**src/rtl/mips_mem_dump_if.sv**
```systemverilog
// Bus bundle for mips_mem_dump: control, synchronous memory read port and output stream.
// master = the dump engine, slave = the host/memory side.
interface mips_mem_dump_if #(
  parameter int ADDR_W = 10,
  parameter int DATA_W = 32,
  parameter int CNT_W  = 11
);
  logic              start;
  logic              abort;
  logic [ADDR_W-1:0] base_addr;
  logic [CNT_W-1:0]  count;
  logic              busy;
  logic              done;
  logic              mem_rd_en;
  logic [ADDR_W-1:0] mem_addr;
  logic [DATA_W-1:0] mem_rd_data;
  logic [DATA_W-1:0] out_data;
  logic              out_valid;
  logic              out_ready;
  logic              out_last;

  modport master (
    input  start, abort, base_addr, count, mem_rd_data, out_ready,
    output busy, done, mem_rd_en, mem_addr, out_data, out_valid, out_last
  );

  modport slave (
    output start, abort, base_addr, count, mem_rd_data, out_ready,
    input  busy, done, mem_rd_en, mem_addr, out_data, out_valid, out_last
  );
endinterface

```
**src/rtl/mips_mem_dump.sv**
```systemverilog
// Post-run memory readback: reads a wrapping window of word memory and streams it out.
// Optional trailing XOR checksum beat when MEM_DUMP_CSUM_EN is defined.
module mips_mem_dump #(
  parameter int ADDR_W = 10,
  parameter int DATA_W = 32,
  parameter int CNT_W  = 11
) (
  input  logic            clk1,
  input  logic            rst_n,
  mips_mem_dump_if.master bus
);
  typedef enum logic [2:0] {S_IDLE, S_REQ, S_CAPT, S_HOLD, S_FIN} state_t;

  state_t            r_state, w_next;
  logic [ADDR_W-1:0] r_addr;
  logic [CNT_W-1:0]  r_rem;
  logic [DATA_W-1:0] r_data;
  logic              w_hs;
  logic              w_last_mem;
  logic              w_tail;

`ifdef MEM_DUMP_CSUM_EN
  logic [DATA_W-1:0] r_csum;
  logic              r_csb;   // currently presenting the checksum beat
  assign w_tail = r_csb;
`else
  assign w_tail = w_last_mem;
`endif

  assign w_hs       = (r_state == S_HOLD) && bus.out_ready;
  assign w_last_mem = (r_rem == CNT_W'(1));

  always_ff @(posedge clk1) begin
    if (!rst_n) r_state <= S_IDLE;
    else        r_state <= w_next;
  end

  always_comb begin
    w_next        = r_state;
    bus.busy      = (r_state != S_IDLE);
    bus.done      = (r_state == S_FIN);
    bus.mem_rd_en = (r_state == S_REQ);
    bus.mem_addr  = (r_state == S_REQ) ? r_addr : '0;
    bus.out_valid = (r_state == S_HOLD);
    bus.out_data  = (r_state == S_HOLD) ? r_data : '0;
    bus.out_last  = (r_state == S_HOLD) && w_tail;
    case (r_state)
      S_IDLE: if (bus.start) w_next = (bus.count == '0) ? S_FIN : S_REQ;
      S_REQ:  w_next = S_CAPT;
      S_CAPT: w_next = S_HOLD;
      S_HOLD: if (w_hs) begin
`ifdef MEM_DUMP_CSUM_EN
        if (r_csb)           w_next = S_FIN;
        else if (w_last_mem) w_next = S_HOLD;
        else                 w_next = S_REQ;
`else
        w_next = w_last_mem ? S_FIN : S_REQ;
`endif
      end
      S_FIN:   w_next = S_IDLE;
      default: w_next = S_IDLE;
    endcase
    // abort wins over any same-cycle handshake
    if (bus.abort && r_state != S_IDLE) w_next = S_IDLE;
  end

  always_ff @(posedge clk1) begin
    if (!rst_n) begin
      r_addr <= '0;
      r_rem  <= '0;
      r_data <= '0;
`ifdef MEM_DUMP_CSUM_EN
      r_csum <= '0;
      r_csb  <= 1'b0;
`endif
    end else begin
      if (r_state == S_IDLE && bus.start) begin
        r_addr <= bus.base_addr;
        r_rem  <= bus.count;
`ifdef MEM_DUMP_CSUM_EN
        r_csum <= '0;
        r_csb  <= 1'b0;
`endif
      end
      if (r_state == S_CAPT) begin
        r_data <= bus.mem_rd_data;
`ifdef MEM_DUMP_CSUM_EN
        r_csum <= r_csum ^ bus.mem_rd_data;
`endif
      end
      if (w_hs && !bus.abort) begin
`ifdef MEM_DUMP_CSUM_EN
        if (!r_csb) begin
          r_addr <= r_addr + ADDR_W'(1);
          r_rem  <= r_rem - CNT_W'(1);
          // final memory word consumed: swap the checksum into the hold register
          if (w_last_mem) begin
            r_data <= r_csum;
            r_csb  <= 1'b1;
          end
        end
`else
        r_addr <= r_addr + ADDR_W'(1);
        r_rem  <= r_rem - CNT_W'(1);
`endif
      end
    end
  end
endmodule

```
**src/flat_wrapper.sv**
```systemverilog
// flat-port wrapper written by rule: the top's interface ports become plain ports
module mips_mem_dump_flat 
#(
  parameter int ADDR_W = 10,
  parameter int DATA_W = 32,
  parameter int CNT_W  = 11
)
  (clk1, rst_n, bus_start, bus_abort, bus_base_addr, bus_count, bus_mem_rd_data, bus_out_ready, bus_busy, bus_done, bus_mem_rd_en, bus_mem_addr, bus_out_data, bus_out_valid, bus_out_last);
  mips_mem_dump_if #(.ADDR_W(ADDR_W), .DATA_W(DATA_W), .CNT_W(CNT_W)) bus_i ();
  input  logic clk1;
  input  logic rst_n;
  input wire logic [$bits(bus_i.start)-1:0] bus_start;
  input wire logic [$bits(bus_i.abort)-1:0] bus_abort;
  input wire logic [$bits(bus_i.base_addr)-1:0] bus_base_addr;
  input wire logic [$bits(bus_i.count)-1:0] bus_count;
  input wire logic [$bits(bus_i.mem_rd_data)-1:0] bus_mem_rd_data;
  input wire logic [$bits(bus_i.out_ready)-1:0] bus_out_ready;
  output wire logic [$bits(bus_i.busy)-1:0] bus_busy;
  output wire logic [$bits(bus_i.done)-1:0] bus_done;
  output wire logic [$bits(bus_i.mem_rd_en)-1:0] bus_mem_rd_en;
  output wire logic [$bits(bus_i.mem_addr)-1:0] bus_mem_addr;
  output wire logic [$bits(bus_i.out_data)-1:0] bus_out_data;
  output wire logic [$bits(bus_i.out_valid)-1:0] bus_out_valid;
  output wire logic [$bits(bus_i.out_last)-1:0] bus_out_last;
  assign bus_i.start = bus_start;
  assign bus_i.abort = bus_abort;
  assign bus_i.base_addr = bus_base_addr;
  assign bus_i.count = bus_count;
  assign bus_i.mem_rd_data = bus_mem_rd_data;
  assign bus_i.out_ready = bus_out_ready;
  assign bus_busy = bus_i.busy;
  assign bus_done = bus_i.done;
  assign bus_mem_rd_en = bus_i.mem_rd_en;
  assign bus_mem_addr = bus_i.mem_addr;
  assign bus_out_data = bus_i.out_data;
  assign bus_out_valid = bus_i.out_valid;
  assign bus_out_last = bus_i.out_last;
  mips_mem_dump #(.ADDR_W(ADDR_W), .DATA_W(DATA_W), .CNT_W(CNT_W)) u_core (.clk1(clk1), .rst_n(rst_n), .bus(bus_i));
endmodule
```
**config.mk**
```make
export PLATFORM = sky130hd
export DESIGN_NAME = mips_mem_dump_flat
export DESIGN_NICKNAME = d
export VERILOG_FILES = /design/src/rtl/mips_mem_dump_if.sv /design/src/rtl/mips_mem_dump.sv /design/src/flat_wrapper.sv
export SDC_FILE = /design/constraint.sdc
export NUM_CORES = 1
export LEC_CHECK = 0
export CAP_MARGIN = 10
export CORE_AREA = 2 2 83 85
export DETAILED_ROUTE_END_ITERATION = 6
export DIE_AREA = 0 0 85 87
export PLACE_DENSITY_LB_ADDON = 0.12
export SETUP_SLACK_MARGIN = 0.3
export SLEW_MARGIN = 20
export SYNTH_ARGS = -nofsm -noshare
export SYNTH_HDL_FRONTEND = slang
export SYNTH_SLANG_ARGS = --single-unit
```
**constraint.sdc**
```tcl
create_clock -name clk1 -period 2.1 [get_ports clk1]
set_input_delay 0.42 -clock clk1 [delete_from_list [all_inputs] [get_ports clk1]]
set_output_delay 0.42 -clock clk1 [all_outputs]
set_load 0.02 [all_outputs]
```
==> results.py, run 1 <==
metrics = {
    "worst_setup_path": {
        "critPathBufInv": 1,
        "critPathLaunchType": "flip-flop",
        "required_ns": 1.68,
        "worstSetupEndpointType": "output port",
        "critPathKind": "flip-flop to output port",
        "worstPathMaxFanout": 2,
        "worstPathArrival_ns": 1.62,
        "path_cells": "or4_4 -> nor4_4 -> buf_4",
        "cp_top_family": "simple AND/OR/NAND/NOR gates",
        "cpMaxStageDelayCell": "or4_4",
        "cp_slowest_stage_delay_ns": 0.55,
    },
    "power_and_ir_drop": {
        "leakage_nw": 1.81,
        "p_sw_uw": 606,
        "p_comb_share_pct": 20.9,
        "p_total_mw": 2.38,
        "seqPwrFrac_pct": 48.0,
        "p_clk_share_pct": 31.2,
        "switching_share_pct": 25.5,
        "powerDensity_mw_per_mm2": 506,
        "intPower_mw": 1.77,
        "irDropWorstVdd_mv": 0.298,
    },
    "final_layout": {
        "fill_cells": 544,
        "multi_input_area_mm2": 0.00175,
        "fin_cells": 586,
        "final-seq-area_mm2": 0.00113,
        "drive_above_1_share_pct": 33.2,
        "final_core_util_pct": 71.6,
        "synthToLayoutAreaGrowth_pct": 63.7,
        "diodes": 0,
        "final_nets": 566,
    },
    "clock_tree": {
        "postCtsHoldBufs": 0,
        "path_clk_slew_ns": 0.10,
        "cts_buffers": 5,
        "cts_root_buf": "clkbuf_8",
        "cts_tree": "built",
        "cts.sinks": 56,
        "clock_latency_ns": 0.31,
        "htree_levels": 2,
        "cts_buffer_depth": 2,
    },
    "floorplanning": {
        "io_pins": 105,
        "die_w_um": 85,
        "die_y_um": 87,
        "start_util_pct": 43.7,
        "coreArea_mm2": 0.00657,
        "num_rows": 30,
        "die-area_mm2": 0.00740,
    },
    "global_routing": {
        "globalRouteOverflowTotal": 0,
        "grt_pass1_vias": 2927,
        "grt_pass1_wl_mm": 13.6,
        "grt_max_degree": 33,
        "antenna_found_initial": 0,
        "track_usage_pct": 22.6,
    },
    "timing": {
        "fin_crit_sh_pct": 97.2,
        "fmax_mhz": 490,
        "worstMarginPinSlew_ns": 0.437,
        "report.final.slew_viol_count": 0,
        "finalHoldViolCount": 0,
        "grt_setup_unrepaired": "yes",
        "fin_skew_ns": 0.00644,
        "fin_ws_ns": 0.0591,
        "slew_headroom_pct": 70.6,
        "period_needed_ns": 2.04,
        "setup_viol": 0,
    },
    "drt": {
        "wl_met3_um": 548,
        "dr_wl_met2_mm": 4.15,
        "vias_per_cell": 5.32,
        "drtPass1Iterations": 4,
        "wl_met1_mm": 3.64,
        "routed_wl_mm": 8.52,
        "top_layer": "met4",
        "drtAntennaViolNets": 0,
        "route.detailed.wl_per_inst_um": 14.5,
        "drcViolationCount": 0,
        "vias": 3118,
        "drt_iter0_drc": 156,
    },
    "placed_design": {
        "io_buffers": 104,
        "hpwl_mm": 6.02,
        "pre_cts_slack_ns": -0.153,
        "dp.cells": 562,
        "place.gp.congestion": 0.871,
    },
    "synth": {
        "synth_nets": 427,
        "postSynth.asyncResetShare_pct": 0,
        "ys_ff_latch": 56,
        "synthDistinctLibCells": 53,
        "synth_seq_area_share_pct": 39.0,
        "synth_ff_type": "dfxtp_1",
        "netlist_area_mm2": 0.00287,
        "syn_inst": 366,
        "yosys_warnings": 0,
        "syn_area_per_cell_um2": 7.85,
        "synth_edf_count": 0,
    },
    "outcome": {
        "status": "complete, no violations",
    },
    "job": {
        "cap_viol_max_count": 0,
    },
    "hold_path": {
        "hold_path_class": "flip-flop to flip-flop",
    },
}
[final cells by class]
type / instances / share of cell area [%]
repair buffers: 158 / 33.2
well taps: 80 / 2.13
multi-input cells: 274 / 37.2
inverters: 10 / 0.798
clock inverters: 2 / 0.825
flip-flops and latches: 56 / 24.1
clock buffers: 6 / 1.76
[path summary, 6_finish.rpt]
kind	startpoint	depth (start not counted)	end	slack, ns
setup / recovery	u_core.r_rem[2]	3	bus_out_last	0.06
hold / removal	u_core.r_data[14]	2	u_core.r_data[14]	0.46
setup reg to reg	u_core.r_rem[2]	6	u_core.r_rem[7]	0.27
hold reg to reg	u_core.r_data[14]	2	u_core.r_data[14]	0.46
[worst min-delay path, stage by stage (launching register included)]
cell and delay, ns:
dfxtp_1 0.32, nand2_1 0.05, a21oi_1 0.05
[state kept, by name, summed over array words and instances, names as in the netlist]
| signal | count |
|---|---|
| u_core.r_data | 32 |
| u_core.r_rem | 11 |
| u_core.r_addr | 10 |
| u_core.r_state | 3 |
[cells by family (layout without fill, tap and decap cells)]
family / after synthesis / count (layout) / share of synthesized area (%)
adder cells (fa/ha/maj): 3 / 3 / 1.31
AND/OR/NAND/NOR: 177 / 177 / 33.1
multiplexers: 4 / 4 / 1.44
flip-flops: 56 / 56 / 39.0
AO/OA/AOI/OAI: 89 / 89 / 19.4
buffers and inverters: 36 / 176 / 5.40
XOR/XNOR: 1 / 1 / 0.305
[layer usage]
metal,global-route usage [%],vias up
li1,-,1547
met3,4.36,16
met4,7.36,0
met1,29.0,1427
met5,0,-
met2,38.2,128
[through the flow]
step	instance area [um^2]	TNS, ns	hold WS (ns)
after global routing	4700	0	0.478
after floorplan	2890	0	0.432
after global placement	4210	-0.590	0.437
final	4700	0	0.456
after CTS	4430	0	0.457
after detailed placement	4210	-0.926	0.442
[repair_timing]
action,4_1_cts,5_1_grt
cloned,1,0
pin swaps,7,24
endpoints found under the setup margin,57,71
resized for setup,225,61
hold endpoints to repair,0,0
buffers inserted,3,12
[power groups by stage]
| stage | clock network, mW | logic, mW | registers [mW] |
|---|---|---|---|
| after detailed placement | 0 | 0.439 | 1.16 |
| after global routing | 0.804 | 0.536 | 1.15 |
| after floorplan | 0 | 0.218 | 1.16 |
| after CTS | 0.766 | 0.462 | 1.14 |
| final | 0.741 | 0.496 | 1.14 |
| after global placement | 0 | 0.433 | 1.16 |
[synth_stat cells (2+ instances only)]
master	count	area, um^2
nand2_1	80	300
dfxtp_1	56	1120
a21oi_1	49	245
and2_1	44	275
clkbuf_1	20	75.1
inv_1	9	33.8
o21ai_0	8	40.0
nand3_1	7	35.0
nor2_1	6	22.5
nor3_1	6	30.0
a2bb2oi_1	5	43.8
a32oi_1	5	43.8
buf_2	4	20.0
nor4_1	4	25.0
o211ai_1	4	30.0
or4_1	4	30.0
a211oi_1	3	22.5
a311oi_1	3	26.3
and3_1	3	18.8
ha_1	3	37.5
mux2i_1	3	30.0
nand4_1	3	18.8
a31oi_1	2	12.5
buf_6	2	22.5
nor3b_1	2	15.0
o21a_1	2	15.0
or3_1	2	12.5
or4b_2	2	20.0
[cell usage in the layout, fill, tap and decap left out, types with 6 or more instances in the layout]
cell type        count
nand2_1             80
clkdlybuf4s50_1     56
a21oi_1             47
dfxtp_1             47
buf_4               39
buf_6               37
and2_1              22
and2_4              21
clkdlybuf4s15_2     21
inv_1                9
dfxtp_2              8
nand3_1              7
nor2_1               6
o21ai_0              6
nor3_1               6
clkbuf_8             6
(Power assumes the default switching activity.)
==> inputs of run 2 (changes only) <==
--- a/config.mk
+++ b/config.mk
@@ -5,10 +5,11 @@
 export SDC_FILE = /design/constraint.sdc
 export NUM_CORES = 1
 export LEC_CHECK = 0
+export ABC_AREA = 1
 export CAP_MARGIN = 10
-export CORE_AREA = 2 2 83 85
+export CORE_AREA = 2 2 85 87
 export DETAILED_ROUTE_END_ITERATION = 6
-export DIE_AREA = 0 0 85 87
+export DIE_AREA = 0 0 87 89
 export PLACE_DENSITY_LB_ADDON = 0.12
 export SETUP_SLACK_MARGIN = 0.3
 export SLEW_MARGIN = 20
==> run 2 against run 1 <==
Against the previous run:
- setup slack improved by 0.11 ns
- clock power decreased by 19%
- flip-flop and latch count unchanged
- sequential share of layout area increased by 2.4 points
- routed wire length decreased by 3.7%
- utilization decreased by 7.9 points
- non-clock buffer count decreased by 31
- die area increased by 4.7%
- synthesized area increased by 3.4%
==> results.py, run 2 <==
metrics = {
    "synth": {
        "synth_ff_type": "dfxtp_1",
        "synth_nets": 515,
        "syn_area_per_cell_um2": 6.54,
        "postSynth.asyncResetShare_pct": 0,
        "synthTopCellsByArea": "dfxtp_1 (38%), nand2_1 (10%), nor2_1 (9.5%)",
        "netlist_area_mm2": 0.00297,
        "synth_most_common_cell": "nand2_1",
        "synth_top_area_cell": "dfxtp_1",
        "yosys_warnings": 0,
        "ys_top_cells_by_count": "nand2_1 (81), nor2_1 (75), inv_1 (63)",
        "syn_inst": 454,
        "synth_top_area_share_pct": 37.8,
        "synthDistinctLibCells": 33,
        "synth_seq_area_share_pct": 37.8,
        "ys_ff_latch": 56,
        "synth_edf_count": 0,
    },
    "drt": {
        "vias_per_cell": 4.98,
        "drt_iter0_drc": 201,
        "route.detailed.wl_per_inst_um": 12.7,
        "vias": 3229,
        "drtAntennaViolNets": 0,
        "routed_wl_mm": 8.20,
        "drcViolationCount": 0,
        "drtPass1Iterations": 6,
    },
    "global_routing": {
        "use_met1_pct": 26.8,
        "track_usage_pct": 20.9,
        "grt_busiest_layer": "met2",
        "grt_max_degree": 48,
        "grt_pass1_wl_mm": 13.0,
        "grtUsageMet3_pct": 3.60,
        "met2_usage_pct": 34.8,
        "antenna_found_initial": 0,
        "globalRouteOverflowTotal": 0,
        "grt_pass1_vias": 2849,
    },
    "timing": {
        "fin_skew_ns": 0.00681,
        "worstMarginPinSlew_ns": 0.355,
        "finalHoldViolCount": 0,
        "report.final.slew_viol_count": 0,
        "slew_headroom_pct": 76.3,
        "fin_setup_tns_ns": 0,
        "period_needed_ns": 1.93,
        "setup_viol": 0,
        "whs_ns": 0.453,
        "fmax_mhz": 518,
        "fin_crit_sh_pct": 91.8,
        "grt_setup_unrepaired": "yes",
    },
    "floorplanning": {
        "start_util_pct": 44.2,
        "die-area_mm2": 0.00774,
        "die_w_um": 87,
        "io_pins": 105,
        "num_rows": 30,
        "die_y_um": 89,
        "coreArea_mm2": 0.00672,
    },
    "clock_tree": {
        "path_clk_slew_ns": 0.10,
        "clock_latency_ns": 0.31,
        "cts_tree": "built",
        "cts_root_buf": "clkbuf_8",
        "cts_buffers": 5,
        "cts_buffer_depth": 2,
        "htree_levels": 2,
        "cts.sinks": 56,
        "postCtsHoldBufs": 0,
    },
    "final_layout": {
        "regMostFlops": "u_core.r_data",
        "final_nets": 628,
        "synthToLayoutAreaGrowth_pct": 44.1,
        "final_core_util_pct": 63.6,
        "largest_reg_flops": 32,
        "final_cell_mix": "nand2_1 (80), nor2_1 (65), inv_1 (59)",
        "fill_cells": 630,
        "drive_above_1_share_pct": 20.2,
        "diodes": 0,
        "layout_commonest_cell": "nand2_1",
        "top_regs": "u_core.r_data: 32 flops, u_core.r_rem: 11 flops, u_core.r_addr: 10 flops",
    },
    "hold_path": {
        "hp-start": "u_core.r_data[6]",
        "hold_path_class": "flip-flop to flip-flop",
        "whs_endpoint": "u_core.r_data[6]",
        "hold_depth": 2,
    },
    "worst_setup_path": {
        "worstPathArrival_ns": 1.51,
        "r2r-start": "u_core.r_state[2]",
        "worstSetupEndpointType": "output port",
        "r2r_end": "u_core.r_addr[7]",
        "r2r_setup_slack_ns": 0.46,
        "worstPathMaxFanout": 3,
        "critPathKind": "flip-flop to output port",
        "critPathLaunchType": "flip-flop",
        "required_ns": 1.68,
        "rr_worst_depth": 10,
    },
    "job": {
        "cap_viol_max_count": 0,
    },
    "placed_design": {
        "hpwl_mm": 5.77,
        "io_buffers": 104,
        "place.gp.congestion": 0.861,
    },
    "power_and_ir_drop": {
        "irDropWorstVdd_mv": 0.342,
        "powerDensity_mw_per_mm2": 715,
        "leakage_nw": 1.80,
        "p_total_mw": 3.06,
    },
    "outcome": {
        "status": "complete, no violations",
    },
}
run 2: changes by cell type after synthesis, moves of 5 or more:
cell,delta
o21ai_0,+38
a2bb2oi_1,-5
and2_1,-44
nand3_1,+18
a32oi_1,-5
inv_1,+54
nor2_1,+69
clkbuf_1,-11
run 2: cell families (layout without fill, tap and decap cells):
| family | Yosys count | after routing | synth area share, % |
|---|---|---|---|
| flip-flops | 56 | 56 | 37.8 |
| adder cells (fa/ha/maj) | 3 | 3 | 1.26 |
| buffers and inverters | 90 | 204 | 12.7 |
| AND/OR/NAND/NOR | 199 | 199 | 29.3 |
| XOR/XNOR | 3 | 3 | 0.885 |
| AO/OA/AOI/OAI | 103 | 103 | 18.0 |
run 2: critical path, stage by stage (launching register included):
cell	delay [ns]
dfxtp_2	0.34
inv_2	0.10
ha_4	0.14
inv_2	0.03
nor2_2	0.10
nand3_2	0.09
nor3_4	0.24
buf_6	0.15
run 2: area by class of cell:
cell class	instances	area (um^2)	area share, %
repair buffers	127	1110	25.9
multi-input cells	308	1570	36.6
inverters	68	273	6.38
clock buffers	6	72.6	1.70
well taps	80	100	2.34
flip-flops and latches	56	1130	26.5
clock inverters	2	16.3	0.380
repair inverters	1	7.51	0.176
run 2: how the worst max path moves through the flow:
stage / slack (ns) / end / cells after the start / from
after floorplan: 0.30 / bus_mem_addr[0] / 5 / u_core.r_state[0]
after global placement: 0.08 / bus_out_last / 7 / u_core.r_rem[1]
after detailed placement: 0.04 / bus_mem_addr[3] / 5 / u_core.r_state[0]
after CTS: 0.06 / bus_mem_addr[4] / 4 / u_core.r_state[2]
after global routing: 0.09 / bus_out_last / 7 / u_core.r_rem[1]
final: 0.17 / bus_out_last / 7 / u_core.r_rem[1]
run 2: per-layer routing:
layer | share of wire (%) | up-vias
met1 | 44 | 1439
li1 | - | 1669
met2 | 47 | 107
met4 | 2.0 | 0
met3 | 6.9 | 14
met5 | 0 | -
run 2: stage by stage:
| stage | cells | worst slack (ns) | instance area (um^2) |
|---|---|---|---|
| 2_1_floorplan | 454 | 0.297 | 2970 |
| 3_3_place_gp | 629 | 0.0786 | 4140 |
| 3_5_place_dp | 629 | 0.0386 | 4140 |
| 4_1_cts | 641 | 0.0597 | 4120 |
| 5_1_grt | 648 | 0.0861 | 4280 |
| 6_report | 648 | 0.171 | 4280 |
run 2: where the power goes:
part	switching, mW	leakage (nW)	internal [mW]
Clock	0.364	0.0414	0.238
Combinational	0.669	1.30	0.465
Sequential	0.0878	0.461	1.23
run 2: what timing repair did:
| action | CTS | global route |
|---|---|---|
| gates cloned | 1 | 0 |
| buffers inserted | 3 | 7 |
| pin swaps | 1 | 6 |
| endpoints found under the setup margin | 47 | 23 |
| resized for setup | 192 | 55 |
==> inputs of run 3 (changes only) <==
--- a/config.mk
+++ b/config.mk
@@ -7,9 +7,10 @@
 export LEC_CHECK = 0
 export ABC_AREA = 1
 export CAP_MARGIN = 10
-export CORE_AREA = 2 2 85 87
+export CORE_AREA = 2 2 65 113
+export CTS_BUF_LIST = sky130_fd_sc_hd__clkbuf_4 sky130_fd_sc_hd__clkbuf_8 sky130_fd_sc_hd__clkbuf_16
 export DETAILED_ROUTE_END_ITERATION = 6
-export DIE_AREA = 0 0 87 89
+export DIE_AREA = 0 0 67 115
 export PLACE_DENSITY_LB_ADDON = 0.12
 export SETUP_SLACK_MARGIN = 0.3
 export SLEW_MARGIN = 20
==> run 3 against run 2 <==
Against the previous run:
- sequential share of layout area decreased by 0.79 points
- die area decreased by 0.49%
- via count increased by 1.2%
- non-clock buffer count increased by 1
- utilization increased by 0.96 points
- setup slack improved by 0.035 ns
- first-iteration DRC count decreased by 6.5%
- critical path depth unchanged
- hold slack about the same
- clock power increased by 61%
- highest routed layer unchanged
==> results.py, run 3 (synthesis gave the netlist of run 2 again) <==
metrics = {
    "power_and_ir_drop": {
        "p_total_mw": 3.45,
        "powerDensity_mw_per_mm2": 784,
        "irDropWorstVdd_mv": 0.435,
        "p_sw_mw": 1.16,
        "p_comb_share_pct": 33.3,
        "intPower_mw": 2.28,
        "leakage_nw": 1.85,
        "p_clk_share_pct": 28.1,
        "seqPwrFrac_pct": 38.6,
        "switching_share_pct": 33.8,
    },
    "final_layout": {
        "regMostFlops": "u_core.r_data",
        "top_regs": "u_core.r_data: 32 flops, u_core.r_rem: 11 flops, u_core.r_addr: 10 flops",
        "final_core_util_pct": 64.6,
        "fill_cells": 655,
        "diodes": 0,
        "final_cell_mix": "nand2_1 (80), nor2_1 (61), inv_1 (59)",
        "synthToLayoutAreaGrowth_pct": 48.2,
        "largest_reg_flops": 32,
        "final_nets": 629,
        "drive_above_1_share_pct": 20.9,
        "layout_commonest_cell": "nand2_1",
        "fin_cells": 653,
    },
    "global_routing": {
        "antenna_found_initial": 0,
        "grt_pass1_wl_mm": 13.3,
        "globalRouteOverflowTotal": 0,
        "track_usage_pct": 21.9,
        "grt_max_degree": 37,
        "grt_pass1_vias": 3022,
    },
    "worst_setup_path": {
        "r2r_end": "u_core.r_data[14]",
        "r2r-start": "u_core.r_state[2]",
        "worstSetupEndpointType": "output port",
        "worstPathArrival_ns": 1.47,
        "required_ns": 1.68,
        "worstPathMaxFanout": 3,
        "critPathLaunchType": "flip-flop",
        "critPathKind": "flip-flop to output port",
        "rr_worst_depth": 5,
        "r2r_setup_slack_ns": 0.45,
    },
    "clock_tree": {
        "cts_root_buf": "clkbuf_16",
        "clock_latency_ns": 0.30,
        "path_clk_slew_ns": 0.07,
        "cts.sinks": 56,
        "htree_levels": 2,
        "cts_tree": "built",
        "cts_buffer_depth": 2,
        "postCtsHoldBufs": 0,
        "cts_buffers": 5,
    },
    "drt": {
        "drtAntennaViolNets": 0,
        "vias": 3268,
        "drtPass1Iterations": 4,
        "drcViolationCount": 0,
        "routed_wl_mm": 8.69,
        "drt_iter0_drc": 188,
        "vias_per_cell": 5.00,
        "route.detailed.wl_per_inst_um": 13.3,
    },
    "placed_design": {
        "hpwl_mm": 6.00,
        "io_buffers": 104,
        "dp.cells": 633,
        "place.gp.congestion": 0.861,
    },
    "timing": {
        "setup_viol": 0,
        "report.final.slew_viol_count": 0,
        "grt_setup_unrepaired": "yes",
        "fin_skew_ns": 0.00665,
        "fmax_mhz": 528,
        "fin_crit_sh_pct": 90.2,
        "fin_setup_tns_ns": 0,
        "finalHoldViolCount": 0,
        "period_needed_ns": 1.89,
        "worstMarginPinSlew_ns": 0.500,
        "slew_headroom_pct": 66.5,
    },
    "floorplanning": {
        "die_y_um": 115,
        "die_w_um": 67,
        "io_pins": 105,
        "coreArea_mm2": 0.00681,
        "num_rows": 40,
        "die-area_mm2": 0.00771,
        "start_util_pct": 43.6,
    },
    "outcome": {
        "status": "complete, no violations",
    },
    "job": {
        "cap_viol_max_count": 0,
    },
    "hold_path": {
        "hold_depth": 2,
        "whs_endpoint": "u_core.r_data[1]",
        "hold_path_class": "flip-flop to flip-flop",
        "hp-start": "u_core.r_data[1]",
    },
}
## run 3: changes by cell type in the layout (fill, tap and decap cells not counted), sizes merged
| cell | change |
|---|---|
| bufinv | +1 |
| buf | -3 |
| clkinv | -1 |
| clkbuf | +1 |
| dlygate4sd2 | +2 |
| inv | +1 |
## run 3: worst max path at each step
| stage | end | cells after the start | start |
|---|---|---|---|
| floorplan | bus_mem_addr[0] | 5 | u_core.r_state[0] |
| global placement | bus_mem_addr[2] | 5 | u_core.r_state[0] |
| detailed placement | bus_out_last | 4 | u_core.r_rem[2] |
| CTS | bus_mem_addr[3] | 4 | u_core.r_state[1] |
| global route | bus_out_last | 7 | u_core.r_rem[1] |
| finish | bus_out_last | 7 | u_core.r_rem[1] |
## run 3: power groups by stage
stage          clock [mW]  combinational (mW)  sequential (mW)
6_report            0.969                1.15             1.33
4_1_cts             0.992                1.04             1.33
3_5_place_dp            0                1.01             1.34
5_1_grt              1.02                1.27             1.35
2_1_floorplan           0               0.676             1.32
3_3_place_gp            0               0.991             1.34
## run 3: routing by layer
| layer | GRT usage [%] | share of wire (%) | vias up |
|---|---|---|---|
| met3 | 4.01 | 5.4 | 12 |
| met1 | 23.1 | 39 | 1502 |
| met2 | 41.2 | 54 | 92 |
| li1 | - | - | 1662 |
| met5 | 0 | 0 | - |
| met4 | 8.84 | 2.1 | 0 |
## run 3: cell type report
| type | instances | area, um^2 | area share, % |
|---|---|---|---|
| Tap cell | 84 | 105 | 2.39 |
| Inverter | 68 | 268 | 6.09 |
| Timing Repair Buffer | 128 | 1150 | 26.1 |
| Clock inverter | 3 | 46.3 | 1.05 |
| Multi-Input combinational cell | 308 | 1570 | 35.6 |
| Timing Repair inverter | 1 | 7.51 | 0.171 |
| Sequential cell | 56 | 1130 | 25.7 |
| Clock buffer | 5 | 125 | 2.84 |
## run 3: through the flow
step	area (um^2)	hold WS, ns	setup WS (ns)
5_1_grt	4400	0.468	0.176
3_3_place_gp	4130	0.436	0.0803
4_1_cts	4240	0.455	0.115
2_1_floorplan	2970	0.430	0.297
3_5_place_dp	4130	0.443	0.0434
6_report	4400	0.453	0.207
## run 3: timing repair
| action | CTS | global route |
|---|---|---|
| pin swaps | 1 | 5 |
| setup endpoints to repair | 47 | 26 |
| resized for setup | 183 | 63 |
| hold endpoints to repair | 0 | 0 |
| buffers inserted | 4 | 5 |
| cloned | 1 | 2 |
## run 3: critical path: stages, from the launching register on
cell and delay, ns:
dfxtp_2 0.34, inv_2 0.08, ha_4 0.13, inv_2 0.03, nor2_2 0.11, nand3_2 0.08
nor3_2 0.24, buf_4 0.18
